**src/rtl/uart_arb_pkg.sv**
```systemverilog
// Shared definitions for the UART receive arbiter: byte width, default sizing,
// arbiter state encoding and a constant-safe ceiling log2.
package uart_arb_pkg;

    localparam int DATA_W    = 8;
    localparam int N_CH_DEF  = 4;
    localparam int DEPTH_DEF = 4;

    typedef enum logic {
        ARB_IDLE = 1'b0,
        ARB_HOLD = 1'b1
    } arb_state_t;

    function automatic int clog2(input int value);
        int r;
        r = 0;
        while ((1 << r) < value) r = r + 1;
        return r;
    endfunction

endpackage

```
**src/rtl/uart_byte_fifo.sv**
```systemverilog
// Per-channel byte FIFO. Pointers carry one extra wrap bit so that full and
// empty are distinguishable; a push while full is ignored unless a pop frees a slot.
module uart_byte_fifo
    import uart_arb_pkg::*;
#(
    parameter int DEPTH = DEPTH_DEF
) (
    input  logic              clk,
    input  logic              reset,
    input  logic              push,
    input  logic              pop,
    input  logic [DATA_W-1:0] din,
    output logic [DATA_W-1:0] dout,
    output logic              full,
    output logic              empty
);

    localparam int AW = clog2(DEPTH);

    logic [AW:0]       wr_ptr;
    logic [AW:0]       rd_ptr;
    logic [DATA_W-1:0] mem [DEPTH];
    logic              wr_en;
    logic              rd_en;

    assign empty = (wr_ptr == rd_ptr);
    assign full  = (wr_ptr[AW] != rd_ptr[AW]) && (wr_ptr[AW-1:0] == rd_ptr[AW-1:0]);
    assign wr_en = push && (!full || pop);
    assign rd_en = pop && !empty;
    assign dout  = mem[rd_ptr[AW-1:0]];

    always_ff @(posedge clk or negedge reset) begin
        if (!reset) begin
            wr_ptr <= '0;
            rd_ptr <= '0;
        end else begin
            if (wr_en) wr_ptr <= wr_ptr + 1'b1;
            if (rd_en) rd_ptr <= rd_ptr + 1'b1;
        end
    end

    // Storage carries data only, so it is left out of reset.
    always_ff @(posedge clk) begin
        if (wr_en) mem[wr_ptr[AW-1:0]] <= din;
    end

endmodule

```
**src/rtl/uart_rx_arbiter.sv**
```systemverilog
// Merges N_CH edge-detected UART byte streams through per-channel FIFOs into a
// single round-robin arbitrated ready/valid stream tagged with the channel number.
module uart_rx_arbiter
    import uart_arb_pkg::*;
#(
    parameter int N_CH  = N_CH_DEF,
    parameter int DEPTH = DEPTH_DEF,
    localparam int CH_W = clog2(N_CH)
) (
    input  logic                     clk,
    input  logic                     reset,
    input  logic [DATA_W*N_CH-1:0]   ch_data,
    input  logic [N_CH-1:0]          ch_valid,
    input  logic                     iReady,
    input  logic                     clr_ovf,
    output logic [DATA_W-1:0]        oData,
    output logic [CH_W-1:0]          oChan,
    output logic                     oValid,
    output logic [N_CH-1:0]          oOverflow
);

    // Returns {hit, channel}: first set bit of avail at or after start, wrapping.
    function automatic logic [CH_W:0] rr_pick(input logic [N_CH-1:0] avail,
                                              input logic [CH_W-1:0] start);
        logic [CH_W:0] res;
        int            idx;
        res = '0;
        for (int i = N_CH - 1; i >= 0; i--) begin
            idx = (int'(start) + i) % N_CH;
            if (avail[idx]) res = {1'b1, CH_W'(idx)};
        end
        return res;
    endfunction

    logic [N_CH-1:0]   v_d;
    logic [N_CH-1:0]   push;
    logic [N_CH-1:0]   pop;
    logic [N_CH-1:0]   drop;
    logic [N_CH-1:0]   full;
    logic [N_CH-1:0]   empty;
    logic [DATA_W-1:0] fifo_dout [N_CH];
    logic [CH_W-1:0]   rr_ptr;
    logic [CH_W:0]     pick;
    logic              grant_hit;
    logic [CH_W-1:0]   grant_ch;
    logic              load;
    arb_state_t        state;
    logic [DATA_W-1:0] data_p1;
    logic [CH_W-1:0]   chan_p1;
    logic [N_CH-1:0]   ovf;

    // Stage 0: edge detect and FIFO write.
    assign push = ch_valid & ~v_d;
    assign drop = push & full & ~pop;

    for (genvar k = 0; k < N_CH; k++) begin : g_fifo
        uart_byte_fifo #(.DEPTH(DEPTH)) u_fifo (
            .clk   (clk),
            .reset (reset),
            .push  (push[k]),
            .pop   (pop[k]),
            .din   (ch_data[DATA_W*k +: DATA_W]),
            .dout  (fifo_dout[k]),
            .full  (full[k]),
            .empty (empty[k])
        );
    end

    always_ff @(posedge clk or negedge reset) begin
        if (!reset) begin
            v_d <= '0;
            ovf <= '0;
        end else begin
            v_d <= ch_valid;
            ovf <= (ovf & ~{N_CH{clr_ovf}}) | drop;
        end
    end

    // Stage 1: round-robin grant into the output register.
    assign load      = (state == ARB_IDLE) || iReady;
    assign pick      = rr_pick(~empty, rr_ptr);
    assign grant_hit = pick[CH_W];
    assign grant_ch  = pick[CH_W-1:0];

    always_comb begin
        pop = '0;
        if (load && grant_hit) pop[grant_ch] = 1'b1;
    end

    always_ff @(posedge clk or negedge reset) begin
        if (!reset) begin
            state   <= ARB_IDLE;
            data_p1 <= '0;
            chan_p1 <= '0;
            rr_ptr  <= '0;
        end else if (load) begin
            if (grant_hit) begin
                state   <= ARB_HOLD;
                data_p1 <= fifo_dout[grant_ch];
                chan_p1 <= grant_ch;
                rr_ptr  <= CH_W'((int'(grant_ch) + 1) % N_CH);
            end else begin
                state   <= ARB_IDLE;
            end
        end
    end

    assign oValid    = (state == ARB_HOLD);
    assign oData     = data_p1;
    assign oChan     = chan_p1;
    assign oOverflow = ovf;

endmodule

```
**config.mk**
```make
export PLATFORM = sky130hd
export DESIGN_NAME = uart_rx_arbiter
export DESIGN_NICKNAME = d
export VERILOG_FILES = /design/src/rtl/uart_arb_pkg.sv /design/src/rtl/uart_byte_fifo.sv /design/src/rtl/uart_rx_arbiter.sv
export SDC_FILE = /design/constraint.sdc
export NUM_CORES = 1
export LEC_CHECK = 0
export BUFFER_PORTS_ARGS = -buffer_cell sky130_fd_sc_hd__buf_2
export CORE_AREA = 5 5 136 138
export CTS_BUF_LIST = sky130_fd_sc_hd__clkbuf_16
export DETAILED_ROUTE_END_ITERATION = 8
export DIE_AREA = 0 0 141 143
export PLACE_DENSITY_LB_ADDON = 0.3
export SETUP_SLACK_MARGIN = 0.1
export SLEW_MARGIN = 25
export SYNTH_ARGS = -nofsm -noshare
export SYNTH_HDL_FRONTEND = slang
export SYNTH_SLANG_ARGS = --single-unit
```
**constraint.sdc**
```tcl
create_clock -name clk -period 3.3 [get_ports clk]
set_clock_uncertainty 0.1 [all_clocks]
set_input_delay 0.165 -clock clk [delete_from_list [all_inputs] [get_ports clk]]
set_output_delay 0.165 -clock clk [all_outputs]
set_load 0.01 [all_outputs]
```
==> results of run 1 <==
-- cell usage in the layout, fill, tap and decap left out, drive strengths merged, types with 12 or more instances in the layout --
| cell | count |
|---|---|
| clkbuf | 17 |
| xnor2 | 14 |
| mux4 | 32 |
| xor2 | 15 |
| dfrtp | 45 |
| buf | 75 |
| mux2i | 17 |
| ha | 20 |
| inv | 17 |
| nand3 | 12 |
| edfxtp | 128 |
| nand2 | 24 |
| dlygate4sd3 | 38 |
-- Yosys cell counts, types with 6 or more instances --
| cell type | number |
|---|---|
| nand3_1 | 9 |
| nand2_1 | 24 |
| edfxtp_1 | 128 |
| nor3_1 | 8 |
| mux2i_1 | 17 |
| o221ai_1 | 9 |
| dfrtp_1 | 45 |
| xnor2_1 | 14 |
| mux4_2 | 32 |
| nor3b_1 | 6 |
| a21oi_1 | 8 |
| inv_1 | 12 |
| xor2_1 | 15 |
| nor2_1 | 8 |
| ha_1 | 20 |
| and3_1 | 9 |
| o21ai_0 | 6 |
-- routing by layer --
metal,track usage (%),wire length [um],vias up
li1,-,-,2023
met1,22.7,7230,2157
met2,26.5,7630,89
met3,3.78,647,14
met4,4.90,188,0
met5,0,0,-
-- registers in the layout (all words and copies together) (netlist names) --
| signal | flops |
|---|---|
| g_fifo.u_fifo.mem | 128 |
| g_fifo.u_fifo.rd_ptr | 12 |
| g_fifo.u_fifo.wr_ptr | 12 |
| oChan | 2 |
| oData | 8 |
| oOverflow | 4 |
| oValid | 1 |
| rr_ptr | 2 |
| v_d | 4 |
-- kinds of logic (layout without fill, tap and decap cells) --
| group | after synthesis | in the layout | share of synthesized area [%] |
|---|---|---|---|
| adder cells (fa/ha/maj) | 20 | 20 | 3.30 |
| flip-flops | 173 | 173 | 65.5 |
| AO/OA/AOI/OAI | 55 | 55 | 6.27 |
| XOR/XNOR | 29 | 29 | 3.35 |
| buffers and inverters | 32 | 157 | 2.28 |
| AND/OR/NAND/NOR | 92 | 92 | 6.65 |
| multiplexers | 55 | 55 | 12.6 |
-- critical path, delay by kind of cell, from the launching register on --
family	cells	cell delay [ns]
simple gates	3	0.96
compound gates	2	0.80
xor+xnor	1	0.40
flops	1	0.40
-- layout make-up --
type / count / area share (%)
clock buffers: 17 / 4.64
clock inverters: 15 / 2.06
inverters: 12 / 0.491
multi-input cells: 251 / 26.7
flip-flops and latches: 173 / 54.2
well taps: 225 / 3.07
repair buffers: 113 / 8.84
-- worst paths after layout --
kind / start / end / slack, ns / cells past startpoint
setup / recovery: g_fifo[2].u_fifo.rd_ptr[2] / g_fifo[1].u_fifo.mem[1][3] / 0.29 / 6
hold / removal: iReady / oValid / 0.15 / 3
setup reg to reg: g_fifo[2].u_fifo.rd_ptr[2] / g_fifo[1].u_fifo.mem[1][3] / 0.29 / 6
hold reg to reg: oChan[1] / oChan[1] / 0.38 / 2
max in group asynchronous: reset / oData[0] / 2.50 / 2
min in group asynchronous: reset / g_fifo[0].u_fifo.rd_ptr[1] / 0.19 / 2
-- stage by stage --
stage / hold slack (ns) / std cells / total power, W
global route: 0.151 / 806 / 0.00915
CTS: 0.125 / 806 / 0.00871
detailed placement: 0.113 / 736 / 0.00660
global placement: 0.198 / 736 / 0.00651
floorplan: -0.231 / 456 / 0.00561
finish: 0.154 / 806 / 0.00864
-- where the power goes --
group          leakage [nW]  switching [W]  internal, W
sequential             1.70       0.000309      0.00281
combinational          1.44        0.00199      0.00149
clock                 0.305       0.000840      0.00121
total                  3.44        0.00314      0.00551
-- timing repair --
| item | in CTS | in global routing |
|---|---|---|
| gates resized for setup | 1 | 6 |
| endpoints found under the hold margin | 179 | 0 |
| endpoints found under the setup margin | 32 | 80 |
| hold buffers | 38 | 0 |
==> results.json, run 1 <==
{
  "synthesis.area_sq_um": 7580,
  "min_path_type": "input port to flop",
  "synth_area_leaders": "edfxtp_1, dfrtp_1, mux4_2",
  "cp-end-kind": "flop",
  "fmax_mhz": 333,
  "run_status": "completed",
  "grt_pass1_wl_mm": 25.2,
  "wire_per_inst_um": 19.5,
  "synthFlopType": "edfxtp_1",
  "numPortBuffers": 54,
  "die_w_um": 141,
  "firstDrtPassIters": 5,
  "diodes": 0,
  "yosys_warnings": 0,
  "register_area_sq_um": 4970,
  "postCtsSetupRepairBufs": 0,
  "cts_tree": "yes",
  "p_per_area_nw_per_um2": 942,
  "synth.distinct_cells": 58,
  "grt_usage_pct": 16.5,
  "cp_slowest_cell": "a311oi_2",
  "worstPathArrival_ns": 2.99,
  "drt_iter0_markers": 409,
  "drc": 0,
  "cts_sinks": 173,
  "max_slew_margin_pct": 48.9,
  "cts_buffer_depth": 2,
  "clockRootBuffer": "clkbuf_16",
  "vias_per_cell": 5.31,
  "ant_nets": 0,
  "worstPathRequired_ns": 3.28,
  "pre_cts_slack_ns": 0.0748,
  "worstSkewPairLatency_ns": 0.42,
  "yosysTopAreaCellShare_pct": 50.7,
  "synth_async_sr_flop_share_pct": 26.0,
  "synth_seq_cells": 173,
  "setup_ws_ns": 0.294,
  "core-area_sq_um": 17100,
  "io_pins": 55,
  "post_dp_cell_area_sq_um": 8170,
  "avgSynthCellArea_sq_um": 16.6,
  "critPathLaunchType": "flop",
  "grt_pass1_vias": 4525,
  "synth_nets": 516,
  "start_util_pct": 44.5,
  "ir_drop_mv": 0.568,
  "fin_crit_ns": 3.01,
  "drive_gt1_share_pct": 27.4,
  "critPathMaxStageDelay_ns": 0.52,
  "clk_transition_reported_paths_ns": 0.06,
  "tightest_slew_ns": 0.760,
  "numCtsBuffers": 17,
  "die_area_sq_um": 20200,
  "tns_ns": 0,
  "final_nets": 628,
  "seq_area_frac_synth_pct": 65.5,
  "place_congestion": 0.855,
  "synth_cells": 456,
  "die_h_um": 143,
  "design_area_sq_um": 9170,
  "wl_mm": 15.7,
  "drv_slew": 0,
  "path_max_fanout": 8,
  "num_rows": 48,
  "grt.overflow.total": 0,
  "rsz0062_at_grt": "false",
  "cap_violations": 0,
  "period_share_pct": 91.1,
  "synth_largest_area_cell": "edfxtp_1",
  "cp_cell_sequence": "xnor2_1, nand3_1, a311oi_2, o311ai_0, nor2_1, and2_1",
  "report.final.hold_viol_count": 0,
  "vias": 4283,
  "grt_antenna_before_repair": 0,
  "path_class": "flop to flop",
  "nFillCells": 1389,
  "synth_edf_count": 128,
  "post-route-util_pct": 53.8,
  "setup_viol": 0,
  "htreeDepth": 4,
  "grt_max_degree": 46,
  "place_hpwl_mm": 11.0,
  "area_growth_pct": 21.0,
  "multi_input_area_sq_um": 2450,
  "cellLeakagePower_nw": 3.44
}
No activity file was read; power rests on OpenSTA's default activity.
==> inputs of run 2 (changes only) <==
--- a/config.mk
+++ b/config.mk
@@ -5,12 +5,14 @@
 export SDC_FILE = /design/constraint.sdc
 export NUM_CORES = 1
 export LEC_CHECK = 0
+export ABC_CLOCK_PERIOD_IN_PS = 3300
 export BUFFER_PORTS_ARGS = -buffer_cell sky130_fd_sc_hd__buf_2
 export CORE_AREA = 5 5 136 138
 export CTS_BUF_LIST = sky130_fd_sc_hd__clkbuf_16
 export DETAILED_ROUTE_END_ITERATION = 8
 export DIE_AREA = 0 0 141 143
 export PLACE_DENSITY_LB_ADDON = 0.3
+export RECOVER_POWER = 25
 export SETUP_SLACK_MARGIN = 0.1
 export SLEW_MARGIN = 25
 export SYNTH_ARGS = -nofsm -noshare
==> results.json, run 2 (synthesis results as in run 1) <==
{
  "run_status": "completed",
  "tns_ns": 0,
  "firstDrtPassIters": 5,
  "cts_tree": "yes",
  "final_nets": 628,
  "path_max_fanout": 8,
  "area_growth_pct": 20.5,
  "clk_transition_reported_paths_ns": 0.06,
  "place_hpwl_mm": 11.0,
  "nFillCells": 1404,
  "final_cell_mix": "edfxtp_1, dfrtp_1, dlygate4sd3_1",
  "p_per_area_nw_per_um2": 946,
  "worstPathRequired_ns": 3.28,
  "clockRootBuffer": "clkbuf_16",
  "fmax_mhz": 332,
  "cp-end-kind": "flop",
  "die_h_um": 143,
  "wire_per_inst_um": 19.4,
  "grt_usage_pct": 16.5,
  "io_pins": 55,
  "path_class": "flop to flop",
  "place_congestion": 0.855,
  "cap_violations": 0,
  "vias_per_cell": 5.28,
  "numPortBuffers": 54,
  "grt_pass1_wl_mm": 25.2,
  "drt_iter0_markers": 413,
  "drv_slew": 0,
  "vias": 4257,
  "rsz0062_at_grt": "false",
  "worstSkewPairLatency_ns": 0.43,
  "grt_antenna_before_repair": 0,
  "die_area_sq_um": 20200,
  "worstPathArrival_ns": 2.99,
  "tightest_slew_ns": 0.760,
  "drive_gt1_share_pct": 22.9,
  "drc": 0,
  "setup_viol": 0,
  "placed_cells": 736,
  "grt.overflow.total": 0,
  "largest_reg_flops": 128,
  "report.final.hold_viol_count": 0,
  "fin_crit_ns": 3.01,
  "diodes": 0,
  "grt_max_degree": 46,
  "setup_ws_ns": 0.291,
  "ant_nets": 0,
  "core-area_sq_um": 17100,
  "critPathLaunchType": "flop",
  "numCtsBuffers": 17,
  "num_rows": 48,
  "die_w_um": 141,
  "cts_buffer_depth": 2,
  "cts_sinks": 173,
  "wl_mm": 15.7,
  "htreeDepth": 4,
  "layout_commonest_cell": "edfxtp_1",
  "grt_pass1_vias": 4525,
  "cellLeakagePower_nw": 3.37,
  "final_cell_count_no_fill": 806,
  "pre_cts_slack_ns": 0.0748,
  "period_share_pct": 91.2,
  "ir_drop_mv": 0.570,
  "start_util_pct": 44.5,
  "max_slew_margin_pct": 48.9,
  "min_path_type": "input port to flop"
}
[run 2: changes by cell type in the layout (fill, tap and decap cells not counted), sizes merged]
cell	change
buf	-26
clkbuf	+26
[run 2: metrics by stage]
stage | hold WS, ns | utilization, % | instance area [sq um] | total power, W
after CTS | 0.125 | 53.7 | 9160 | 0.00871
after detailed placement | 0.113 | 47.9 | 8170 | 0.00660
after global placement | 0.198 | 47.9 | 8170 | 0.00651
after global routing | 0.151 | 53.6 | 9140 | 0.00915
final | 0.153 | 53.6 | 9140 | 0.00865
after floorplan | -0.231 | - | 7580 | 0.00561
[run 2: final timing paths]
path	start	slack [ns]	to	cells past startpoint
min in group asynchronous	reset	0.19	g_fifo[0].u_fifo.rd_ptr[1]	2
max in group asynchronous	reset	2.50	oData[0]	2
worst min-delay path	iReady	0.15	oValid	3
worst min register to register	oChan[1]	0.38	oChan[1]	2
worst max register to register	g_fifo[2].u_fifo.rd_ptr[2]	0.29	g_fifo[1].u_fifo.mem[1][3]	6
worst max-delay path	g_fifo[2].u_fifo.rd_ptr[2]	0.29	g_fifo[1].u_fifo.mem[1][3]	6
[run 2: final cells by class]
class,instances,area [sq um],area share (%)
clock inverter,15,189,2.07
inverter,12,45.0,0.493
timing repair buffer,113,778,8.51
sequential,173,4970,54.4
tap,225,282,3.08
multi-input combinational,251,2450,26.8
clock buffer,17,425,4.65
[run 2: what timing repair did]
item / 4_1_cts / 5_1_grt
gates resized for setup: 1 / 6
cloned: 0 / 0
endpoints found under the setup margin: 32 / 80
hold endpoints to repair: 179 / 0
buffers inserted: 0 / 0
hold buffers: 38 / 0
[run 2: where the power goes]
part	switching (W)	total [W]	internal [W]
Combinational	0.00200	0.00348	0.00148
Sequential	0.000310	0.00312	0.00281
Clock	0.000842	0.00205	0.00121
Total	0.00315	0.00865	0.00550
[run 2: critical path, stage by stage, from the launching register on]
cell and delay, ns:
dfrtp_1 0.40, xnor2_1 0.40, nand3_1 0.19, a311oi_2 0.52
o311ai_0 0.28, nor2_1 0.34, and2_1 0.43
[run 2: per-layer routing]
metal	up-vias	global-route usage (%)	wire [um]
li1	2021	-	-
met1	2137	22.7	7260
met2	85	26.5	7620
met3	14	3.78	595
met4	0	4.90	188
met5	-	0	0
